File: src/rtl/mem_arbiter_if.sv
// mem_arbiter_if
//   Bundles the two requester ports (fetch, data), the completion/error
//   returns and the shared memory-bus request/acknowledge signals.
//   slave  : the arbiter's view (requests and bus ack in, bus request and
//            completions out).
//   master : the environment's view (requesters plus memory bus model).
interface mem_arbiter_if;
    // fetch requester
    logic        if_req;
    logic [31:0] if_addr;
    logic        if_ready;
    logic [31:0] if_rdata;
    // data requester
    logic        d_req;
    logic        d_we;
    logic [31:0] d_addr;
    logic [31:0] d_wdata;
    logic [3:0]  d_be;
    logic        d_ready;
    logic [31:0] d_rdata;
    // completion status
    logic        err;
    // memory bus
    logic        m_req;
    logic        m_we;
    logic [31:0] m_addr;
    logic [31:0] m_wdata;
    logic [3:0]  m_be;
    logic        m_ack;
    logic [31:0] m_rdata;

    modport slave (
        input  if_req, if_addr, d_req, d_we, d_addr, d_wdata, d_be,
        input  m_ack, m_rdata,
        output if_ready, if_rdata, d_ready, d_rdata, err,
        output m_req, m_we, m_addr, m_wdata, m_be
    );

    modport master (
        output if_req, if_addr, d_req, d_we, d_addr, d_wdata, d_be,
        output m_ack, m_rdata,
        input  if_ready, if_rdata, d_ready, d_rdata, err,
        input  m_req, m_we, m_addr, m_wdata, m_be
    );
endinterface

File: src/rtl/mem_arbiter.sv
// mem_arbiter
//   Two-requester (instruction fetch, data) arbiter onto one memory bus with
//   a single outstanding transaction. Data wins contention until fetch has
//   been passed over STARVE_LIMIT times in a row; a grant that sees no m_ack
//   for TIMEOUT cycles is aborted and completed with err=1.
// Ports:
//   clk    : clock, rising edge
//   rst_n  : asynchronous active-low reset
//   bus    : mem_arbiter_if.slave -- requester ports, completions, memory bus
module mem_arbiter #(
    parameter int STARVE_LIMIT = 4,
    parameter int TIMEOUT      = 255
) (
    input  logic          clk,
    input  logic          rst_n,
    mem_arbiter_if.slave  bus
);

    localparam int STARVE_W = $clog2(STARVE_LIMIT + 1);
    localparam int WAIT_W   = $clog2(TIMEOUT + 1);

    typedef enum logic [1:0] {IDLE, GNT_IF, GNT_D, RESP} state_t;

    state_t              state_reg, state_next;
    logic                gnt_d_reg;       // 1: current transaction belongs to data port
    logic                err_reg;
    logic [STARVE_W-1:0] starve_cnt_reg;
    logic [WAIT_W-1:0]   wait_cnt_reg;
    logic                m_req_reg, m_we_reg;
    logic [31:0]         m_addr_reg, m_wdata_reg;
    logic [3:0]          m_be_reg;
    logic [31:0]         if_rdata_reg, d_rdata_reg;

    logic                grant_if, grant_d, txn_done, timeout_hit, in_gnt;
    logic [31:0]         capture_data;

    // wait_cnt counts GNT cycles already spent without m_ack; when the
    // current cycle is the TIMEOUT-th such cycle and still no m_ack arrives,
    // the transaction is aborted. An m_ack in that same cycle still wins.
    assign in_gnt      = (state_reg == GNT_IF) || (state_reg == GNT_D);
    assign timeout_hit = (wait_cnt_reg == WAIT_W'(TIMEOUT - 1));

    always_comb begin
        state_next = state_reg;
        grant_if   = 1'b0;
        grant_d    = 1'b0;
        txn_done   = 1'b0;
        case (state_reg)
            IDLE: begin
                if (bus.d_req && !(bus.if_req && starve_cnt_reg == STARVE_W'(STARVE_LIMIT))) begin
                    grant_d    = 1'b1;
                    state_next = GNT_D;
                end else if (bus.if_req) begin
                    grant_if   = 1'b1;
                    state_next = GNT_IF;
                end
            end
            GNT_IF, GNT_D: begin
                if (bus.m_ack || timeout_hit) begin
                    txn_done   = 1'b1;
                    state_next = RESP;
                end
            end
            RESP:    state_next = IDLE;
            default: state_next = IDLE;
        endcase
    end

    // Loads return bus data; stores and aborted transactions return zero.
    always_comb begin
        capture_data = 32'd0;
        if (bus.m_ack && !(gnt_d_reg && m_we_reg))
            capture_data = bus.m_rdata;
    end

    always_ff @(posedge clk or negedge rst_n) begin
        if (!rst_n)
            state_reg <= IDLE;
        else
            state_reg <= state_next;
    end

    always_ff @(posedge clk or negedge rst_n) begin
        if (!rst_n) begin
            gnt_d_reg      <= 1'b0;
            err_reg        <= 1'b0;
            starve_cnt_reg <= '0;
            wait_cnt_reg   <= '0;
            m_req_reg      <= 1'b0;
            m_we_reg       <= 1'b0;
            m_addr_reg     <= 32'd0;
            m_wdata_reg    <= 32'd0;
            m_be_reg       <= 4'd0;
            if_rdata_reg   <= 32'd0;
            d_rdata_reg    <= 32'd0;
        end else if (grant_if) begin
            gnt_d_reg      <= 1'b0;
            err_reg        <= 1'b0;
            starve_cnt_reg <= '0;
            wait_cnt_reg   <= '0;
            m_req_reg      <= 1'b1;
            m_we_reg       <= 1'b0;
            m_addr_reg     <= bus.if_addr;
            m_wdata_reg    <= 32'd0;
            m_be_reg       <= 4'b1111;
        end else if (grant_d) begin
            gnt_d_reg      <= 1'b1;
            err_reg        <= 1'b0;
            wait_cnt_reg   <= '0;
            m_req_reg      <= 1'b1;
            m_we_reg       <= bus.d_we;
            m_addr_reg     <= bus.d_addr;
            m_wdata_reg    <= bus.d_wdata;
            m_be_reg       <= bus.d_be;
            // Fetch was passed over: count it, saturating at the limit.
            if (bus.if_req && starve_cnt_reg != STARVE_W'(STARVE_LIMIT))
                starve_cnt_reg <= starve_cnt_reg + 1'b1;
        end else if (txn_done) begin
            m_req_reg <= 1'b0;
            err_reg   <= !bus.m_ack;
            if (gnt_d_reg)
                d_rdata_reg  <= capture_data;
            else
                if_rdata_reg <= capture_data;
        end else if (in_gnt) begin
            wait_cnt_reg <= wait_cnt_reg + 1'b1;
        end
    end

    assign bus.m_req    = m_req_reg;
    assign bus.m_we     = m_we_reg;
    assign bus.m_addr   = m_addr_reg;
    assign bus.m_wdata  = m_wdata_reg;
    assign bus.m_be     = m_be_reg;
    assign bus.if_rdata = if_rdata_reg;
    assign bus.d_rdata  = d_rdata_reg;
    assign bus.if_ready = (state_reg == RESP) && !gnt_d_reg;
    assign bus.d_ready  = (state_reg == RESP) &&  gnt_d_reg;
    assign bus.err      = (state_reg == RESP) &&  err_reg;

endmodule

File: src/flat_wrapper.sv
// flat-port wrapper written by rule: the top's interface ports become plain ports
module mem_arbiter_flat 
#(
    parameter int STARVE_LIMIT = 4,
    parameter int TIMEOUT      = 255
)
  (clk, rst_n, bus_if_req, bus_if_addr, bus_d_req, bus_d_we, bus_d_addr, bus_d_wdata, bus_d_be, bus_m_ack, bus_m_rdata, bus_if_ready, bus_if_rdata, bus_d_ready, bus_d_rdata, bus_err, bus_m_req, bus_m_we, bus_m_addr, bus_m_wdata, bus_m_be);
  mem_arbiter_if bus_i ();
  input  logic clk;
  input  logic rst_n;
  input wire logic [$bits(bus_i.if_req)-1:0] bus_if_req;
  input wire logic [$bits(bus_i.if_addr)-1:0] bus_if_addr;
  input wire logic [$bits(bus_i.d_req)-1:0] bus_d_req;
  input wire logic [$bits(bus_i.d_we)-1:0] bus_d_we;
  input wire logic [$bits(bus_i.d_addr)-1:0] bus_d_addr;
  input wire logic [$bits(bus_i.d_wdata)-1:0] bus_d_wdata;
  input wire logic [$bits(bus_i.d_be)-1:0] bus_d_be;
  input wire logic [$bits(bus_i.m_ack)-1:0] bus_m_ack;
  input wire logic [$bits(bus_i.m_rdata)-1:0] bus_m_rdata;
  output wire logic [$bits(bus_i.if_ready)-1:0] bus_if_ready;
  output wire logic [$bits(bus_i.if_rdata)-1:0] bus_if_rdata;
  output wire logic [$bits(bus_i.d_ready)-1:0] bus_d_ready;
  output wire logic [$bits(bus_i.d_rdata)-1:0] bus_d_rdata;
  output wire logic [$bits(bus_i.err)-1:0] bus_err;
  output wire logic [$bits(bus_i.m_req)-1:0] bus_m_req;
  output wire logic [$bits(bus_i.m_we)-1:0] bus_m_we;
  output wire logic [$bits(bus_i.m_addr)-1:0] bus_m_addr;
  output wire logic [$bits(bus_i.m_wdata)-1:0] bus_m_wdata;
  output wire logic [$bits(bus_i.m_be)-1:0] bus_m_be;
  assign bus_i.if_req = bus_if_req;
  assign bus_i.if_addr = bus_if_addr;
  assign bus_i.d_req = bus_d_req;
  assign bus_i.d_we = bus_d_we;
  assign bus_i.d_addr = bus_d_addr;
  assign bus_i.d_wdata = bus_d_wdata;
  assign bus_i.d_be = bus_d_be;
  assign bus_i.m_ack = bus_m_ack;
  assign bus_i.m_rdata = bus_m_rdata;
  assign bus_if_ready = bus_i.if_ready;
  assign bus_if_rdata = bus_i.if_rdata;
  assign bus_d_ready = bus_i.d_ready;
  assign bus_d_rdata = bus_i.d_rdata;
  assign bus_err = bus_i.err;
  assign bus_m_req = bus_i.m_req;
  assign bus_m_we = bus_i.m_we;
  assign bus_m_addr = bus_i.m_addr;
  assign bus_m_wdata = bus_i.m_wdata;
  assign bus_m_be = bus_i.m_be;
  mem_arbiter #(.STARVE_LIMIT(STARVE_LIMIT), .TIMEOUT(TIMEOUT)) u_core (.clk(clk), .rst_n(rst_n), .bus(bus_i));
endmodule
File: config.mk
export PLATFORM = sky130hd
export DESIGN_NAME = mem_arbiter_flat
export DESIGN_NICKNAME = d
export VERILOG_FILES = /design/src/rtl/mem_arbiter_if.sv /design/src/rtl/mem_arbiter.sv /design/src/flat_wrapper.sv
export SDC_FILE = /design/constraint.sdc
export NUM_CORES = 1
export LEC_CHECK = 0
export CAP_MARGIN = 20
export CORE_MARGIN = 2
export CORE_UTILIZATION = 45
export CTS_CLUSTER_DIAMETER = 150
export DETAILED_ROUTE_END_ITERATION = 10
export GPL_ROUTABILITY_DRIVEN = 1
export PLACE_DENSITY_LB_ADDON = 0.15
export SLEW_MARGIN = 20
export SYNTH_ARGS = -nofsm -noshare
export SYNTH_HDL_FRONTEND = slang
export SYNTH_SLANG_ARGS = --single-unit
File: constraint.sdc
create_clock -name clk -period 3.8 [get_ports clk]
set_input_delay 0.76 -clock clk [delete_from_list [all_inputs] [get_ports clk]]
set_output_delay 0.76 -clock clk [all_outputs]
set_load 0.01 [all_outputs]
==> results.txt <==
The endpoint identified for the worst register-to-register timing path is u_core.bus.d_rdata[30]. The repair_antennas step left the layout with diodes totalling 0. At the pin with the least slew margin, the transition time is 1.09 ns.

The critical path is of the reg -> reg type. The net count of the finished layout is 1052. The data arrival time of the critical path was 2.78 ns. For this run, design rule violations remaining after detail routing come to 0. The slowest stage of the critical path belongs to the cell sky130_fd_sc_hd__nand2_1. The mean number of vias per cell was 5.56. The count of hold buffers inserted by post-cts repair is 0. The total area inside the core boundary comes to 15800 um^2.

After the first detailed-routing iteration, the DRC count stood at 453. The synthesized netlist occupies a cell area of 7220 um^2. Summed over all nets, the switching power comes to 3050 uW. Of all nets on the critical path, the largest fanout is 32.

The die covers 17100 um^2. The tools report the aggregate global routing overflow as 0. In this run the number of H-tree levels came out at 4. STA classifies the critical path startpoint as a flip-flop. Measured against its own limit, the worst slew margin works out to 26.9%.

After legalization and detailed placement, the total HPWL measured 13900 um. The horizontal extent of the die works out to 131 um. The cell count after synthesis came out at 669. In the layout the commonest cells are sky130_fd_sc_hd__clkdlybuf4s50_1, sky130_fd_sc_hd__dfrtp_1, sky130_fd_sc_hd__nand3_1, sky130_fd_sc_hd__inv_1, sky130_fd_sc_hd__o21ai_0.

After detailed routing, the average wire length per cell comes to 18.3 um. The tool flagged a number of max-cap violations equal to 0. The signal on the critical path passes through inv_1 -> ha_1 -> nand2_1 -> o21ai_0 -> o211ai_2. Across the VDD grid, the largest voltage drop is 0.357 mV.

Derived from the worst setup path, the maximum achievable clock frequency is 397 MHz. The post-synth net total was 813. Clock tree synthesis inserted a total of 17 buffers. The first global-routing pass estimated 32800 um of wire. Register bit count reported by yosys: 149.

The share of power burned in registers was 32.7%; the switching share of power was 36.9%. The worst reg-to-reg path cell count was 5; the clock-pin slew of the registers on the worst-case setup and hold paths was 0.06 ns. For the sum of negative setup slack, the log shows 0 ns.

The path class of the tightest hold or removal check is in -> async. Final hold analysis gives a worst-case slack of 0.371 ns. The number of max-slew violations in the final report is 0. Power spread over the standard cell area amounts to 786 nW/um^2.

The run gives 8260 uW as the total design power. For this run, the total global-route usage over all layers was measured as 24.6%. The count of antenna-violating nets left after detailed routing is 0. The clock sink count came out at 149. The clock network fraction of total power is 19.1%, and the count of warnings emitted by yosys is 0.

The internal power of the cells was 5210 uW; the effective utilization at floorplan was 45.8%. The worst register-to-register path has a setup slack of 1.28 ns. 275 I/O pins were placed. After detailed routing, the total wire length is 20800 um.

TritonCTS built the clock tree. The run gives 0.42 ns as the insertion delay of the later-clocked pin in the worst-skew pair. The root buffer cell chosen for the clock tree is sky130_fd_sc_hd__clkbuf_16. In this run the vertical extent of the chip is 131 um.

After floorplanning, the core was divided into 46 placement rows. In this run, distinct cell masters in the synthesized netlist total 47. The final critical-path setup slack came out at 1.28 ns. Entering global routing, the biggest net connects 74 pins. At the end of the flow the core is filled with cells to 66.6%.

Detailed routing inserted a total of 6324 vias. The startpoint of the worst register-to-register path was u_core.state_reg[0]. The worst setup path is captured at a flip-flop.

Setup repair after global routing left no endpoint under its margin. Number of antenna violations at the first check in global routing: 0. For the post-cts gate resize count, the log shows 0. The run gives 48.1% as the combinational cell fraction of total power.

In this run the static leakage power is 0.00464 uW. For this run, the leading register cell type out of synthesis is sky130_fd_sc_hd__dfrtp_1. The logs give 0 for the number of hold-slack violations in the final timing report and 6365 for the number of global-route vias before repair. The count of flip-flops with a built-in enable after synthesis was 0; the buffer and inverter count on the worst path was 1. The largest single stage delay on the critical path is 0.73 ns. Counting I/O delays and the setup requirement, the final critical path takes 2.52 ns. After synthesis, the mean cell area works out to 10.8 um^2. The number of port buffers came out at 274.

The proportion of synthesized flip-flops having asynchronous set or reset works out to 100%. The tools report the worst clock skew as 0.0147 ns. From synthesis to final layout, the design area changed by 45.5%. The flow ran to the end, and the final reports show no timing, DRC or antenna violations.

The worst path uses 66.3% of the clock period. The leading cell type in the layout, fill and taps excluded is sky130_fd_sc_hd__clkdlybuf4s50_1. Of the cells placed in the final design, the portion with a size suffix greater than 1 is 11.0%.

The number of setup buffers added after CTS is 0. Setup violations remaining at the end of the flow were counted as 0. The placer congestion estimate is 0.802. The first TritonRoute pass finished after 5 iterations.

On the critical path the largest part of the delay comes from simple AND/OR/NAND/NOR gates. The run gives 2 as the deepest clock path buffer count. The worst path required time is 4.06 ns. For this run, the register share of the synthesized area comes to 51.6%. For the worst setup timing slack at the placement stage, the log shows 1.04 ns.
[through the flow]
stage / std cells / instance area [um^2]
6_report: 1137 / 10500
4_1_cts: 1137 / 10500
5_1_grt: 1137 / 10500
3_3_place_gp: 1105 / 9950
3_5_place_dp: 1105 / 9950
2_1_floorplan: 669 / 7220
[power groups by stage]
stage	logic (uW)	registers [uW]	clock network, uW
floorplan	1940	2910	0
global placement	3880	2680	0
detailed placement	4010	2700	0
CTS	4010	2700	1610
global route	4340	2790	1680
finish	3970	2700	1580
[layer usage]
layer  vias up  track usage (%)  share of wire, %
li1       2918                -                 -
met1      3134             31.3                40
met2       247             41.0                50
met3        25             6.92               7.4
met4         0             8.01               1.9
met5         -                0                 0
[worst reg2reg max path: cells and delay by family (launching register included)]
kind | cells | cell delay, ns
AO/OA/AOI/OAI | 2 | 0.66
adder cells (fa/ha/maj) | 1 | 0.52
buffers and inverters | 1 | 0.06
flip-flops | 1 | 0.39
AND/OR/NAND/NOR | 1 | 0.73
[worst max-delay path by stage]
stage / start / end / slack, ns / cells after the start
after floorplan: bus_d_req / u_core.bus.m_addr[25] / 1.97 / 6
after CTS: u_core.state_reg[0] / u_core.bus.d_rdata[11] / 1.31 / 5
after detailed placement: bus_d_req / u_core.bus.m_addr[21] / 1.04 / 4
after global placement: bus_d_req / u_core.bus.m_addr[29] / 1.12 / 4
final: u_core.state_reg[0] / u_core.bus.d_rdata[30] / 1.28 / 5
after global routing: u_core.state_reg[1] / u_core.bus.d_rdata[11] / 1.05 / 5
[logic make-up after synthesis]
kind of cell | count (synthesis) | share of synthesized area, %
AO/OA/AOI/OAI | 225 | 26.4
AND/OR/NAND/NOR | 149 | 11.3
flip-flops | 149 | 51.6
buffers and inverters | 135 | 8.91
adder cells (fa/ha/maj) | 6 | 1.04
multiplexers | 5 | 0.693
[final cells by class]
cell class              instances  area (um^2)
repair buffers                283         2820
clock inverters                10         80.1
clock buffers                  22          474
multi-input cells             385         2860
inverters                      72          270
flip-flops and latches        149         3730
fillers                      1204         5260
well taps                     216          270
[cell usage after synthesis (5+ instances only)]
master	instances	area share, %
sky130_fd_sc_hd__buf_8	5	1.0
sky130_fd_sc_hd__clkbuf_1	26	1.4
sky130_fd_sc_hd__dfrtp_1	149	52
sky130_fd_sc_hd__a221o_1	32	4.4
sky130_fd_sc_hd__o21ai_0	70	4.9
sky130_fd_sc_hd__nand2b_1	5	0.43
sky130_fd_sc_hd__nand2_1	15	0.78
sky130_fd_sc_hd__and3_1	34	2.9
sky130_fd_sc_hd__ha_1	6	1.0
sky130_fd_sc_hd__mux2i_1	5	0.69
sky130_fd_sc_hd__inv_1	72	3.7
sky130_fd_sc_hd__nand3_1	75	5.2
sky130_fd_sc_hd__buf_6	6	0.94
sky130_fd_sc_hd__o211ai_1	14	1.5
sky130_fd_sc_hd__a211oi_1	8	0.83
sky130_fd_sc_hd__a22o_1	34	4.1
sky130_fd_sc_hd__buf_2	23	1.6
sky130_fd_sc_hd__o211ai_2	50	8.7
(Power assumes the default switching activity.)
